--- config.mk ---
export PLATFORM = sky130hd
export DESIGN_NAME = mmio_led_ctrl
export DESIGN_NICKNAME = d
export VERILOG_FILES = /design/src/rtl/led_ctrl_pkg.sv /design/src/rtl/led_blink_prescaler.sv /design/src/rtl/mmio_led_ctrl.sv
export SDC_FILE = /design/constraint.sdc
export NUM_CORES = 1
export LEC_CHECK = 0
export ABC_AREA = 1
export BUFFER_PORTS_ARGS = -buffer_cell sky130_fd_sc_hd__buf_2
export CAP_MARGIN = 10
export CORE_AREA = 2 2 135 124
export DETAILED_ROUTE_END_ITERATION = 10
export DIE_AREA = 0 0 137 126
export PLACE_DENSITY = 0.51
export SLEW_MARGIN = 20
export SYNTH_ARGS = -nofsm -noshare
export SYNTH_HDL_FRONTEND = slang
export SYNTH_SLANG_ARGS = --single-unit
--- constraint.sdc ---
create_clock -name clk -period 2.5 [get_ports clk]
set_clock_uncertainty 0.1 [all_clocks]
set_input_delay 0.25 -clock clk [delete_from_list [all_inputs] [get_ports clk]]
set_output_delay 0.25 -clock clk [all_outputs]
set_load 0.02 [all_outputs]
--- src/rtl/led_ctrl_pkg.sv ---
// Shared constants and helpers for the memory-mapped LED controller.
// The optional PWM path is selected elsewhere with LED_PWM_EN.
package led_ctrl_pkg;

    localparam logic [1:0] LED_REG_DATA = 2'd0;
    localparam logic [1:0] LED_REG_MODE = 2'd1;
    localparam logic [1:0] LED_REG_DUTY = 2'd2;
    localparam logic [1:0] LED_REG_DIV  = 2'd3;

    localparam int LED_PWM_W = 8;
    localparam logic [LED_PWM_W-1:0] LED_DUTY_RESET = 8'hFF;

    // Replace only the bytes whose enable is set; bit 0 of be covers [7:0].
    function automatic logic [31:0] led_byte_merge(
        input logic [31:0] old_v,
        input logic [31:0] new_v,
        input logic [3:0]  be
    );
        logic [31:0] res;
        res = old_v;
        for (int b = 0; b < 4; b++) begin
            if (be[b]) begin
                res[8*b +: 8] = new_v[8*b +: 8];
            end else begin
                res[8*b +: 8] = old_v[8*b +: 8];
            end
        end
        return res;
    endfunction

endpackage

--- src/rtl/led_blink_prescaler.sv ---
// Blink prescaler: counts up to the divisor, then restarts and flips the blink phase.
// A divisor write restarts the count without disturbing the phase.
module led_blink_prescaler
    import led_ctrl_pkg::*;
#(
    parameter int BLINK_W = 24
) (
    input  logic               clk,
    input  logic               rst_b,
    input  logic [BLINK_W-1:0] div,
    input  logic               clr,
    output logic               phase
);

    logic [BLINK_W-1:0] cnt_r;
    logic               phase_r;

    assign phase = phase_r;

    // Prescaler count and blink phase.
    always_ff @(posedge clk or negedge rst_b) begin
        if (!rst_b) begin
            cnt_r   <= {BLINK_W{1'b0}};
            phase_r <= 1'b0;
        end else if (clr) begin
            cnt_r   <= {BLINK_W{1'b0}};
            phase_r <= phase_r;
        end else if (cnt_r >= div) begin
            cnt_r   <= {BLINK_W{1'b0}};
            phase_r <= ~phase_r;
        end else begin
            cnt_r   <= cnt_r + BLINK_W'(1);
            phase_r <= phase_r;
        end
    end

endmodule

--- src/rtl/mmio_led_ctrl.sv ---
// Memory-mapped LED bank with per-LED blink and optional global PWM brightness.
// Define LED_PWM_EN to build the DUTY register and PWM counter.
module mmio_led_ctrl
    import led_ctrl_pkg::*;
#(
    parameter int          NUM_LEDS  = 8,
    parameter logic [31:0] BASE_ADDR = 32'h10003FF0,
    parameter int          BLINK_W   = 24
) (
    input  logic                clk,
    input  logic                rst_b,
    input  logic [29:0]         mem_addr,
    input  logic [31:0]         mem_data_in,
    input  logic [3:0]          mem_write_en,
    input  logic                halted,
    output logic [31:0]         rd_data,
    output logic                rd_hit,
    output logic [NUM_LEDS-1:0] leds
);

    logic                hit_s;
    logic [1:0]          sel_s;
    logic                wr_s;
    logic [31:0]         cur_s;
    logic [31:0]         merge_s;
    logic                phase_s;
    logic                pwm_on_s;
    logic [NUM_LEDS-1:0] data_r;
    logic [NUM_LEDS-1:0] mode_r;
    logic [BLINK_W-1:0]  div_r;
    logic [NUM_LEDS-1:0] leds_r;
    logic [31:0]         rd_data_r;
    logic                rd_hit_r;
    logic                unused_s;

    assign hit_s    = (mem_addr[29:2] == BASE_ADDR[31:4]);
    assign sel_s    = mem_addr[1:0];
    assign wr_s     = hit_s && !halted && (mem_write_en != 4'b0000);
    assign merge_s  = led_byte_merge(cur_s, mem_data_in, mem_write_en);
    assign unused_s = ^merge_s;

    assign rd_data = rd_data_r;
    assign rd_hit  = rd_hit_r;
    assign leds    = leds_r;

`ifdef LED_PWM_EN
    logic [LED_PWM_W-1:0] duty_r;
    logic [LED_PWM_W-1:0] pwm_cnt_r;

    assign pwm_on_s = (pwm_cnt_r < duty_r) || (duty_r == LED_DUTY_RESET);

    // Duty register and free-running PWM counter.
    always_ff @(posedge clk or negedge rst_b) begin
        if (!rst_b) begin
            duty_r    <= LED_DUTY_RESET;
            pwm_cnt_r <= {LED_PWM_W{1'b0}};
        end else begin
            pwm_cnt_r <= pwm_cnt_r + 8'd1;
            if (wr_s && (sel_s == LED_REG_DUTY)) begin
                duty_r <= merge_s[LED_PWM_W-1:0];
            end else begin
                duty_r <= duty_r;
            end
        end
    end
`else
    assign pwm_on_s = 1'b1;
`endif

    // Current value of the addressed register, zero-extended.
    always_comb begin
        cur_s = 32'd0;
        case (sel_s)
            LED_REG_DATA: cur_s = 32'(data_r);
            LED_REG_MODE: cur_s = 32'(mode_r);
`ifdef LED_PWM_EN
            LED_REG_DUTY: cur_s = 32'(duty_r);
`else
            LED_REG_DUTY: cur_s = 32'd0;
`endif
            LED_REG_DIV:  cur_s = 32'(div_r);
            default:      cur_s = 32'd0;
        endcase
    end

    // DATA, MODE and DIV registers with byte-masked writes.
    always_ff @(posedge clk or negedge rst_b) begin
        if (!rst_b) begin
            data_r <= {NUM_LEDS{1'b0}};
            mode_r <= {NUM_LEDS{1'b0}};
            div_r  <= {BLINK_W{1'b1}};
        end else if (wr_s) begin
            case (sel_s)
                LED_REG_DATA: data_r <= merge_s[NUM_LEDS-1:0];
                LED_REG_MODE: mode_r <= merge_s[NUM_LEDS-1:0];
                LED_REG_DIV:  div_r  <= merge_s[BLINK_W-1:0];
                default:      div_r  <= div_r;
            endcase
        end else begin
            data_r <= data_r;
        end
    end

    led_blink_prescaler #(
        .BLINK_W (BLINK_W)
    ) u_prescaler (
        .clk   (clk),
        .rst_b (rst_b),
        .div   (div_r),
        .clr   (wr_s && (sel_s == LED_REG_DIV)),
        .phase (phase_s)
    );

    // Registered LED drive and read-back; reads see the pre-write value.
    always_ff @(posedge clk or negedge rst_b) begin
        if (!rst_b) begin
            leds_r    <= {NUM_LEDS{1'b0}};
            rd_data_r <= 32'd0;
            rd_hit_r  <= 1'b0;
        end else begin
            leds_r    <= data_r & (~mode_r | {NUM_LEDS{phase_s}}) & {NUM_LEDS{pwm_on_s}};
            rd_data_r <= hit_s ? cur_s : 32'd0;
            rd_hit_r  <= hit_s;
        end
    end

endmodule

==> results.sh <==
export IMPL_hp_class="in -> reg"
export IMPL_grt_overflow_total=0
export IMPL_start_util_pct=34.5
export IMPL_leakage_nw=3.09
export IMPL_syn2layout_area_growth_pct=16.3
export IMPL_place_area_sq_mm=0.00606
export IMPL_max_stage_delay_ps=530
export IMPL_yosys_warnings=0
export IMPL_worst_path_max_fanout=21
export IMPL_start_kind="flip-flop"
export IMPL_die_y_microns=126
export IMPL_synthAdderAreaFrac_pct=5.72
export IMPL_clockBufferDepth=2
export IMPL_netlist_instances=655
export IMPL_crit_arrival_ps=2300
export IMPL_post_place_ws_ps=344
export IMPL_cp_num_buf_inv=2
export IMPL_timing_setup_critical_path_class="reg -> reg"
export IMPL_synth_async_sr_flop_share_pct=100
export IMPL_antenna_found_initial=0
export IMPL_num_io_pins=110
export IMPL_syn_cell_area_sq_mm=0.00546
export IMPL_cts_tree="done"
export IMPL_grt_use_total_pct=16.3
export IMPL_synth_mux_area_share_pct=0
export IMPL_post_cts_buffers=0
export IMPL_path_cells="inv_1 > ha_1 > nand2_1 > nor2_1 > nand3_1 > nor2_1 > nand2_1 > nand3_2 > buf_4 > nor2_1"
export IMPL_synth_compound_area_share_pct=12.1
export IMPL_setup_violations=0
export IMPL_holdBufCountCts=1
export IMPL_grt_use_met3_pct=2.33
export IMPL_final_common_cell="nand2_1"
export IMPL_ys_seq_elements=98
export IMPL_synthSimpleGateAreaFrac_pct=25.8
export IMPL_slowest_stage="dfstp_2"
export IMPL_synth_edff_count=0
export IMPL_layout_nets=837
export IMPL_drive_above_1_share_pct=23.9
export IMPL_synth_top_family_by_area="simple AND/OR/NAND/NOR gates"
export IMPL_grtUsageMet1_pct=23.7
export IMPL_ctsResizeCount=0
export IMPL_rsz0062_at_grt="no"
export IMPL_post_dp_hpwl_mm=9.77
export IMPL_worstSkewPairLatency_ps=350
export IMPL_grt_pass1_vias=4421
export IMPL_drt_wl_total_mm=13.1
export IMPL_fin_crit_ps=2170
export IMPL_fp_dieW_microns=137
export IMPL_top_usage_layer="met2"
export IMPL_crit_path_end_kind="flip-flop"
export IMPL_fin_crit_sh_pct=86.8
export IMPL_tightest_slew_ps=802
export IMPL_worst_slack_ps=331
export IMPL_final_cell_mix="nand2_1, buf_2, nor2_1"
export IMPL_routedWlPerCell_microns=13.7
export IMPL_cts_htree_levels=3
export IMPL_drt_iter0_markers=267
export IMPL_grt_max_degree=58
export IMPL_fin_tns_setup_ps=0
export IMPL_cts_made_buffers=9
export IMPL_vias_per_cell=4.81
export IMPL_antenna_left=0
export IMPL_status="completed"
export IMPL_final_cell_area_sq_mm=0.00635
export IMPL_cts_sinks=98
export IMPL_worstPathRequired_ps=2630
export IMPL_path_common_cell="nor2_1"
export IMPL_core_sq_mm=0.0159
export IMPL_maxCapViolCount=0
export IMPL_place_congestion=0.867
export IMPL_grt_use_met2_pct=24.4
export IMPL_cpLargestDelayFamily="simple AND/OR/NAND/NOR gates"
export IMPL_die_area_sq_mm=0.0173
export IMPL_synth_ff_type="dfrtp_1"
export IMPL_port_buffers=93
export IMPL_timing_slew_headroom_pct=46.5
export IMPL_grt_pass1_wl_mm=22.0
export IMPL_rows=44
export IMPL_cts_root_buf="clkbuf_16"
export IMPL_power_density_mw_per_mm2=487
export IMPL_diodes=0
export IMPL_synth_cell_types=40
export IMPL_hold_viol_final=0
export IMPL_path_clk_slew_ps=70
export IMPL_synth_xor_area_share_pct=2.24
export IMPL_max_freq_mhz=461
export IMPL_avgSynthCellArea_sq_um=8.34
export IMPL_dr_pass1_iters=5
export IMPL_vias=4589
export IMPL_synth_seq_area_share_pct=45.4
export IMPL_ir_drop_v=0.000278
export IMPL_slew_violations=0
export IMPL_drc=0
-- worst paths after layout --
path / startpoint / endpoint / slack, ps / depth (start not counted)
setup / recovery: div_r[23] / u_prescaler.cnt_r[14] / 330 / 10
setup reg to reg: div_r[23] / u_prescaler.cnt_r[14] / 330 / 10
hold / removal: mem_data_in[8] / div_r[8] / 100 / 3
min in group asynchronous: rst_b / u_prescaler.cnt_r[2] / 320 / 2
max in group asynchronous: rst_b / div_r[11] / 1240 / 3
hold reg to reg: mode_r[6] / leds[6] / 370 / 1
-- cells in the mapped netlist, types with 7 or more instances --
master,instances,area share [%]
a21oi_1,31,2.8
nand4_1,13,1.5
nor3_1,37,3.4
inv_1,68,4.7
dfstp_2,24,12
nor2_1,80,5.5
dfrtp_1,74,34
ha_1,25,5.7
buf_4,8,1.1
nand3_1,17,1.6
xnor2_1,7,1.1
o21ai_2,18,2.9
nand2_1,135,9.3
buf_2,9,0.82
o21ai_0,48,4.4
xor2_1,7,1.1
-- per-layer routing --
metal,up-vias,wire length (microns)
met5,-,0
li1,2289,-
met1,2143,6410
met2,142,5670
met3,15,740
met4,0,239
-- power breakdown --
part           leakage (nW)  switching [mW]  internal (mW)
sequential             1.19      0.00000495           1.59
clock                 0.136           0.603          0.707
combinational          1.76           0.135         0.0613
-- logic make-up after synthesis --
| logic type | count (synthesis) |
|---|---|
| AND/OR/NAND/NOR | 307 |
| adder cells (fa/ha/maj) | 25 |
| XOR/XNOR | 14 |
| flip-flops | 98 |
| AO/OA/AOI/OAI | 111 |
| other | 1 |
| buffers and inverters | 99 |
-- worst reg2reg max path, stage by stage (launching register included) --
cell     delay [ps]
dfstp_2         530
inv_1            80
ha_1            310
nand2_1          70
nor2_1          130
nand3_1         110
nor2_1          130
nand2_1         140
nand3_2         110
buf_4           240
nor2_1           90
-- flip-flops by register name (all words and copies together), names as in the netlist --
register           cells
div_r                 24
rd_data               24
u_prescaler.cnt_r     24
data_r                 8
leds                   8
mode_r                 8
rd_hit                 1
u_prescaler.phase      1
-- cell type report --
cell class                 count  area (sq um)
clock buffer                  11           243
clock inverter                 5          38.8
fill                        1622          9500
inverter                      71           272
multi-input combinational    465          2540
sequential                    98          2480
tap                          207           259
timing repair buffer          98           520
-- per-stage QoR --
| stage | utilization [%] | cells | power [mW] | hold slack, ps |
|---|---|---|---|---|
| after CTS | 40.1 | 955 | 3.14 | 89.5 |
| after global routing | 40.1 | 955 | 3.24 | 107 |
| after detailed placement | 38.2 | 938 | 1.81 | 189 |
| final | 40.1 | 955 | 3.09 | 97.3 |
| after global placement | 38.2 | 938 | 1.81 | 184 |
| after floorplan | - | 662 | 1.71 | -146 |
No activity file was read; power rests on OpenSTA's default activity.
